`src/rtl/alu_arbiter.sv`:
```
// Shares one combinational 32-bit ALU between two requesters and owns the {sf,zf,cf,vf} flag register.
// Optional macro ALU_ARB_FIXED_PRIO_EN: req0 always wins ties (no round-robin pointer).
module alu_arbiter #(
    parameter logic       RR_INIT  = 1'b0,
    parameter logic [3:0] FLAG_RST = 4'b0000
) (
    input  logic        clk,
    input  logic        rst,
    input  logic        req0_valid,
    output logic        req0_ready,
    input  logic [31:0] req0_ir,
    input  logic [31:0] req0_sr,
    input  logic [31:0] req0_tr,
    input  logic        req1_valid,
    output logic        req1_ready,
    input  logic [31:0] req1_ir,
    input  logic [31:0] req1_sr,
    input  logic [31:0] req1_tr,
    output logic [31:0] alu_ir,
    output logic [31:0] alu_sr,
    output logic [31:0] alu_tr,
    input  logic [31:0] alu_dr,
    input  logic        alu_sf,
    input  logic        alu_zf,
    input  logic        alu_cf,
    input  logic        alu_vf,
    input  logic        alu_flag_up,
    output logic        rsp_valid,
    input  logic        rsp_ready,
    output logic        rsp_id,
    output logic [31:0] rsp_dr,
    output logic        rsp_flag_up,
    output logic [3:0]  flags,
    output logic        busy
);

    typedef enum logic [1:0] {
        IDLE = 2'd0,
        EXEC = 2'd1,
        RESP = 2'd2
    } state_t;

    state_t state;
    logic   grant_any;
    logic   grant_id;

`ifndef ALU_ARB_FIXED_PRIO_EN
    logic   rr_ptr;
`endif

    // Grant selection: a lone valid always wins; ties go to the pointer (or req0 when fixed).
    always_comb begin
        grant_any = req0_valid | req1_valid;
`ifdef ALU_ARB_FIXED_PRIO_EN
        grant_id  = ~req0_valid;
`else
        grant_id  = (req0_valid & req1_valid) ? rr_ptr : ~req0_valid;
`endif
    end

    assign req0_ready = (state == IDLE) & req0_valid & ~grant_id;
    assign req1_ready = (state == IDLE) & req1_valid & grant_id;
    assign busy       = (state != IDLE);

    always_ff @(posedge clk) begin
        if (rst) begin
            state       <= IDLE;
            rsp_valid   <= 1'b0;
            rsp_id      <= 1'b0;
            rsp_dr      <= 32'd0;
            rsp_flag_up <= 1'b0;
            alu_ir      <= 32'd0;
            alu_sr      <= 32'd0;
            alu_tr      <= 32'd0;
            flags       <= FLAG_RST;
`ifndef ALU_ARB_FIXED_PRIO_EN
            rr_ptr      <= RR_INIT;
`endif
        end else begin
            case (state)
                IDLE: begin
                    if (grant_any) begin
                        alu_ir <= grant_id ? req1_ir : req0_ir;
                        alu_sr <= grant_id ? req1_sr : req0_sr;
                        alu_tr <= grant_id ? req1_tr : req0_tr;
                        rsp_id <= grant_id;
`ifndef ALU_ARB_FIXED_PRIO_EN
                        rr_ptr <= ~grant_id;
`endif
                        state  <= EXEC;
                    end
                end
                EXEC: begin
                    rsp_dr      <= alu_dr;
                    rsp_flag_up <= alu_flag_up;
                    if (alu_flag_up) begin
                        flags <= {alu_sf, alu_zf, alu_cf, alu_vf};
                    end
                    rsp_valid   <= 1'b1;
                    state       <= RESP;
                end
                RESP: begin
                    // Return to IDLE only; a new grant waits for the next IDLE cycle.
                    if (rsp_ready) begin
                        rsp_valid <= 1'b0;
                        state     <= IDLE;
                    end
                end
                default: begin
                    rsp_valid <= 1'b0;
                    state     <= IDLE;
                end
            endcase
        end
    end

endmodule

```
`config.mk`:
```
export PLATFORM = sky130hd
export DESIGN_NAME = alu_arbiter
export DESIGN_NICKNAME = d
export VERILOG_FILES = /design/src/rtl/alu_arbiter.sv
export SDC_FILE = /design/constraint.sdc
export NUM_CORES = 1
export LEC_CHECK = 0
export BUFFER_PORTS_ARGS = -buffer_cell sky130_fd_sc_hd__buf_2
export CORE_AREA = 2 2 143 145
export DETAILED_ROUTE_END_ITERATION = 8
export DIE_AREA = 0 0 145 147
export GPL_ROUTABILITY_DRIVEN = 0
export PLACE_DENSITY = 0.67
export SLEW_MARGIN = 20
export SYNTH_ARGS = -nofsm -noshare
export SYNTH_HDL_FRONTEND = slang
export SYNTH_SLANG_ARGS = --single-unit
```
`constraint.sdc`:
```
create_clock -name clk -period 1.65 [get_ports clk]
set_clock_uncertainty 0.1 [all_clocks]
set_input_delay 0.33 -clock clk [delete_from_list [all_inputs] [get_ports clk]]
set_output_delay 0.33 -clock clk [all_outputs]
set_load 0.03 [all_outputs]
```
## Word level (Yosys, flattened, before mapping)

Cells that the tools add are included.

- Register bits after elaboration: 138
- Output and inout bits: 138
- Bits of input ports: 234
- Word-level logic and storage cells: 38

- Eq/ne operators: 4
- Multiplexer cells: 9
- Reduce and logical (&&, ||, !) cells: 6
- Bitwise gates (word level): 9

Operators by type and width:

| operator | count |
|---|---|
| 32-bit 2-to-1 mux | 3 |
| 2-bit AND reduction | 4 |
| 2-bit case mux with 3 select lines | 1 |
| 1-bit bitwise AND | 5 |
| 2-bit 2-to-1 mux | 2 |
| 2-bit != test (second input constant) | 2 |
| 1-bit inverter | 3 |
| 1-bit case mux with 3 select lines | 1 |
| 2-bit by 1-bit equality test with 1-bit output (second input constant) | 1 |
| 2-bit equality test (second input constant) | 1 |
| 2-bit zero test | 1 |
| 1-bit 2-to-1 mux | 2 |
| 2-bit nonzero test | 1 |
| 1-bit bitwise OR | 1 |

## Logic depth before layout (Yosys ltp)

Gate-level depths: netlist (run 1).

- Word-level depth: 4
- Mapped depth: 6

## Worst setup path after synthesis (run 1)

Ideal clock, no wire load.

- Kind: input to output
- From: input port req1_valid
- To: output port req0_ready
- Slack: -0.048 ns
- Data arrival time: 1.268 ns
- Cell stages on the path: 4
- Buffers on the path: 2
- Required time: 1.220 ns
- Cell sequence: nand2_1 buf_2 buf_1 and2_1

- Cells in the longest elaborated chain, start to end: 4

Ends and longest elaborated chain:

| item | RTL line | RTL |
|---|---|---|
| start: declaration | 14 | `input logic req1_valid,` |
| 1-bit bitwise AND | 57 | `grant_id = (req0_valid & req1_valid) ? rr_ptr : ~req0_valid;` |
| 1-bit 2-to-1 mux | 57 |  |
| 1-bit inverter | 61 | `assign req0_ready = (state == IDLE) & req0_valid & ~grant_id;` |
| 1-bit bitwise AND | 61 |  |
| end: declaration | 10 | `output logic req0_ready,` |

No other way between the ends.

## Worst setup path in the final report (run 1)

- From: register state[1]
- To: output port busy

- Cells in the longest elaborated chain, start to end: 1

Ends and longest elaborated chain:

| item | RTL line | RTL |
|---|---|---|
| start: declaration | 43 | `state_t state;` |
| start signal: assignment | 67 | `state <= IDLE;` |
| start signal: assignment | 90 | `state <= EXEC;` |
| start signal: assignment | 100 | `state <= RESP;` |
| 2-bit nonzero test | 63 | `assign busy = (state != IDLE);` |
| end: declaration | 34 | `output logic busy` |

No other way between the ends.

==> results.yml, run 1 <==
status:
  status: "finished with violations"
  failed_checks: "setup timing"
synthesis:
  synthAdderAreaFrac: 0
  ys_ff_latch: 138
  yosys_warnings: 0
  synthMuxAreaShare: 0
  synthXorXnorAreaFrac: 0
  ys_seq_area_frac: 0.4713
  synth_compound_area_frac: 0.2199
  synthCells: 742
  syn_nets: 976
  syn_area_um2: 5862
  synthSimpleGateAreaFrac: 0.2303
  syn_avg_cell_area_um2: 7.900
  synth_cell_types: 25
  synth_top_family_by_area: "simple AND/OR/NAND/NOR gates"
critical_path:
  crit_type: "reg -> out"
  critPathRequiredTime_ns: 1.22
  r2r_cells: 7
  cp-end-kind: "output port"
  critPathArrivalTime_ns: 1.40
  cp-start-kind: "flip-flop"
  crit_fanout: 5
grt:
  antenna_found_initial: 4
  grt_max_degree: 52
  grt_pass1_wl_um: 36540
  track_usage: 0.2116
  overflow: 0
  grt_pass1_vias: 6944
layout:
  final_area_um2: 9004
  area_delta_synth_final_pct: 53.60
  final_nets: 1329
  layout-drive-gt1-share: 0.4197
drt:
  drt_iter0_markers: 415
  ant_nets: 0
  drc: 0
  top_layer: "met4"
  wl_um: 24110
  wl_met3_um: 2055
  via_per_inst: 5.239
  met1Wirelength_um: 9908
  vias: 7246
  firstDrtPassIters: 5
  post_drt_wl_per_cell_um: 17.43
  met2_length_um: 11660
timing:
  finalWorstSetupSlack_ns: -0.1788
  slew_headroom: 0.7588
  max_freq_ghz: 0.5468
  period_share: 1.108
  rsz0062_at_grt: "true"
  drv_slew: 0
  setup_viol: 3
  worst_slew_pin_slew_ns: 0.3618
  timing_hold_violations_final: 0
  min_period_ns: 1.829
floorplanning:
  placeableCoreArea_um2: 19840
  rows: 52
  start_util: 0.2954
  die_h_um: 147
  fp.dieW_um: 145
  io_pins: 372
  dieArea_um2: 21320
clocking:
  h-tree-depth: 4
  clk_latency_ns: 0.41
  root_buffer: "clkbuf_16"
  holdBufCountCts: 0
  cts.sinks: 138
  cts.clk_slew.worst_paths_ns: 0.06
  cts_max_path_buffers: 2
  cts_made_buffers: 17
  cts_tree: "built"
run:
  maxCapViolCount: 0
min_path:
  min_path_cells: 3
  hold_class: "in -> reg"
power:
  ir_worst_vdd_v: 0.0006550
  leakagePower_nw: 4.010
  p_per_area_nw_per_um2: 1159
  finalPower_mw: 10.44
place:
  portBuffers: 371
  placed_area_um2: 8147
  hpwl_um: 15820
-- report_power, final --
group	total [mW]	internal, mW	switching, mW
registers	3.77	3.63	0.147
clock network	4.06	2.48	1.58
logic	2.60	0.961	1.64
-- layer usage --
metal	up-vias	track usage
li1	3420	-
met2	388	0.3557
met4	0	0.08218
met1	3403	0.2568
met3	35	0.06087
met5	-	0
-- state kept, by name (all words and copies together), names as in the netlist --
name         flops
rsp_dr          32
flags            4
alu_tr          32
rsp_valid        1
alu_sr          32
state            2
rsp_flag_up      1
rsp_id           1
alu_ir          32
rr_ptr           1
-- Yosys cell counts --
library cell | n | share of area
a211oi_1 | 1 | 0.0013
dfxtp_1 | 138 | 0.47
nand2b_1 | 1 | 0.0011
clkbuf_1 | 34 | 0.022
or2_1 | 1 | 0.0011
nand2_1 | 71 | 0.045
nand3_1 | 196 | 0.17
nor3_1 | 2 | 0.0017
nor2_2 | 1 | 0.0011
nor3b_2 | 2 | 0.0043
inv_1 | 1 | 0.00064
o21ai_0 | 81 | 0.069
buf_1 | 2 | 0.0013
a21oi_1 | 39 | 0.033
a31oi_1 | 96 | 0.10
nor2_1 | 4 | 0.0026
buf_2 | 27 | 0.023
or2b_1 | 1 | 0.0013
nor2b_1 | 2 | 0.0021
buf_6 | 7 | 0.013
buf_4 | 9 | 0.012
clkbuf_2 | 8 | 0.0068
and2_1 | 1 | 0.0011
nand3b_1 | 1 | 0.0013
o21ai_1 | 16 | 0.014
-- logic make-up after synthesis --
| kind of cell | after synthesis |
|---|---|
| DFF | 138 |
| buffers and inverters | 88 |
| AOI/OAI and AO/OA | 233 |
| and+or+nand+nor | 283 |
-- path summary, 6_finish.rpt --
check / end / start / slack, ns
hold reg to reg: rsp_dr[0]$_SDFFE_PP0N_ / rsp_dr[0]$_SDFFE_PP0N_ / 0.35
hold / removal: rsp_dr[15]$_SDFFE_PP0N_ / alu_dr[15] / 0.05
setup / recovery: busy / state[1]$_SDFFE_PP0P_ / -0.18
setup reg to reg: alu_tr[26]$_SDFFE_PP0P_ / state[1]$_SDFFE_PP0P_ / 0.04
-- final cells by class --
cell class | count | area, um^2
diodes | 5 | 12.51
flip-flops and latches | 138 | 2769
fillers | 1977 | 10840
clock inverters | 12 | 162.7
well taps | 270 | 337.8
multi-input cells | 516 | 2679
clock buffers | 20 | 456.7
inverters | 1 | 3.754
repair buffers | 421 | 2582
-- worst max-delay path: stages (launching register included) --
cell and delay, ns:
dfxtp_4 0.37, or2_2 0.39, buf_2 0.22
-- repair_timing --
item	in CTS	in global routing
endpoints found under the setup margin	3	19
resized for setup	9	12
setup buffers	3	1
pin swaps	3	20
cloned	0	6
-- cells in the final DEF, fill, tap and decap left out, types with 2 or more instances in the layout --
cell type	n
inv_6	3
clkinv_4	3
buf_4	25
a21oi_1	39
nor3_1	2
nand2_1	69
nor2_1	4
diode_2	5
dfxtp_1	135
bufinv_16	3
nand3_1	196
a31oi_1	96
buf_2	368
o21ai_0	81
o21ai_1	16
buf_6	4
buf_12	17
dfxtp_2	2
clkbuf_16	22
clkinvlp_4	2
nor3b_4	2
clkbuf_8	2
-- per-stage QoR --
stage	hold WS, ns	instances	setup TNS, ns	util	setup WS, ns
floorplan	0.3504	742	0	-	0.01070
global placement	0.3394	1337	-0.008694	0.4105	-0.008694
detailed placement	0.3439	1337	-0.05332	0.4105	-0.01871
CTS	0.03013	1372	-0.4825	0.4439	-0.1927
global route	0.03795	1380	-0.5963	0.4533	-0.2270
finish	0.05038	1383	-0.4160	0.4537	-0.1788
(Power assumes the default switching activity.)
==> inputs of run 2 (changes only) <==
Settings changed: PLACE_DENSITY 0.67 to not set.
==> run 2 against run 1 <==
The run still ends with setup timing left. Sequential share of layout area is 0.62 points higher. Final area down 2.0%. Core utilization fell by 0.91 points. Critical path type unchanged.
==> results.yml, run 2 (synthesis results as in run 1) <==
status:
  status: "finished with violations"
  failed_checks: "setup timing"
timing:
  finalWorstSetupSlack_ns: -0.1219
  min_period_ns: 1.772
  timing_hold_violations_final: 0
  max_freq_ghz: 0.5644
  drv_slew: 0
  setup_viol: 3
  period_share: 1.074
  slew_headroom: 0.7821
  setup_tns_ns: -0.3288
  rsz0062_at_grt: "true"
  worst_slew_pin_slew_ns: 0.3269
place:
  dpl.cell_count: 1332
  hpwl_um: 15700
  portBuffers: 371
layout:
  final_nets: 1321
  layoutNonFillerInstCount: 1371
  fin_util: 0.4446
  layout-drive-gt1-share: 0.4173
  fill_cells: 2017
  area_delta_synth_final_pct: 50.50
  layout_commonest_cell: "buf_2"
  final_cell_mix: "buf_2 (367), nand3_1 (196), dfxtp_1 (136)"
power:
  p_per_area_nw_per_um2: 1148
  leakagePower_nw: 3.921
  ir_worst_vdd_v: 0.0006339
  finalPower_mw: 10.13
grt:
  overflow: 0
  antenna_found_initial: 1
  grt_max_degree: 69
  grt_pass1_wl_um: 36230
  grt_pass1_vias: 6783
  track_usage: 0.2114
min_path:
  min_to: "rsp_dr[7]$_SDFFE_PP0N_"
  hold_class: "in -> reg"
  min_path_cells: 3
  min_from: "alu_dr[7]"
critical_path:
  r2r_cells: 6
  reg2reg_from: "state[0]$_SDFFE_PP0P_"
  slowest_delay_ns: 0.36
  r2r_setup_slack_ns: 0.05
  crit_path_cell_trace: "nor3b_4 -> buf_6 -> nand2_4 -> inv_2 -> buf_6"
  crit_type: "reg -> out"
  critPathArrivalTime_ns: 1.34
  reg2reg_to: "alu_ir[7]$_SDFFE_PP0P_"
  cp-start-kind: "flip-flop"
  cp_slowest_cell: "dfxtp_4"
  critPathTopFamily: "flip-flops"
  cp-end-kind: "output port"
  path_buf_inv: 3
  path_common_cell: "buf_6"
  crit_fanout: 3
  critPathRequiredTime_ns: 1.22
clocking:
  cts_made_buffers: 17
  cts_max_path_buffers: 2
  holdBufCountCts: 0
  cts_tree: "built"
  clk_latency_ns: 0.41
  cts.sinks: 138
  h-tree-depth: 4
  root_buffer: "clkbuf_16"
  cts.clk_slew.worst_paths_ns: 0.07
drt:
  drc: 0
  wl_um: 23060
  via_per_inst: 5.142
  drt_iter0_markers: 311
  post_drt_wl_per_cell_um: 16.82
  firstDrtPassIters: 4
  ant_nets: 0
  vias: 7050
floorplanning:
  dieArea_um2: 21320
  die_h_um: 147
  placeableCoreArea_um2: 19840
  fp.dieW_um: 145
  io_pins: 372
  start_util: 0.2954
  rows: 52
run:
  maxCapViolCount: 0
run 2: area by class of cell:
class / instances / area [um^2] / share of cell area
flip-flops and latches: 138 / 2768 / 0.3137
clock buffers: 17 / 425.4 / 0.04822
diodes: 1 / 2.502 / 0.0002836
multi-input cells: 516 / 2694 / 0.3053
clock inverters: 15 / 152.6 / 0.01730
repair buffers: 413 / 2439 / 0.2764
well taps: 270 / 337.8 / 0.03829
inverters: 1 / 3.754 / 0.0004255
run 2: worst register-to-register path, cell delays in order, from the launching register on:
cell     delay (ns)
dfxtp_4        0.36
buf_4          0.14
or2_4          0.26
buf_6          0.16
buf_12         0.18
o21ai_0        0.18
a31oi_1        0.10
run 2: repair_timing:
item                       in CTS  in global routing
setup endpoints to repair       3                 70
resized for setup              16                 60
setup buffers                   6                  0
hold endpoints to repair        0                  0
pin swaps                       4                  1
run 2: worst max-delay path by stage:
stage	startpoint	endpoint	slack, ns	depth (start not counted)
finish	state[0]$_SDFFE_PP0P_	req1_ready	-0.12	5
global placement	req0_valid	req0_ready	-0.006	4
global route	state[0]$_SDFFE_PP0P_	req1_ready	-0.19	5
CTS	state[0]$_SDFFE_PP0P_	req1_ready	-0.16	5
floorplan	req1_valid	req0_ready	0.01	4
detailed placement	req0_valid	req0_ready	-0.04	4
run 2: metal layers:
metal | global-route usage | routed length (um)
met1 | 0.2562 | 9815
met2 | 0.3567 | 10940
met3 | 0.06335 | 1754
met4 | 0.07624 | 549
met5 | 0 | 0
run 2: per-stage QoR:
stage          instance area, um^2  hold slack, ns  setup WS (ns)
5_1_grt                       8822         0.02990        -0.1946
3_3_place_gp                  8147          0.3403      -0.006480
4_1_cts                       8812         0.02056        -0.1614
6_report                      8822         0.04802        -0.1219
3_5_place_dp                  8147          0.3443       -0.03726
2_1_floorplan                 5863          0.3504        0.01070
run 2: power breakdown:
| group | total [mW] | switching (mW) | internal (mW) |
|---|---|---|---|
| clock network | 3.81 | 1.68 | 2.13 |
| logic | 2.54 | 1.61 | 0.923 |
| registers | 3.78 | 0.154 | 3.63 |
| total | 10.1 | 3.45 | 6.68 |
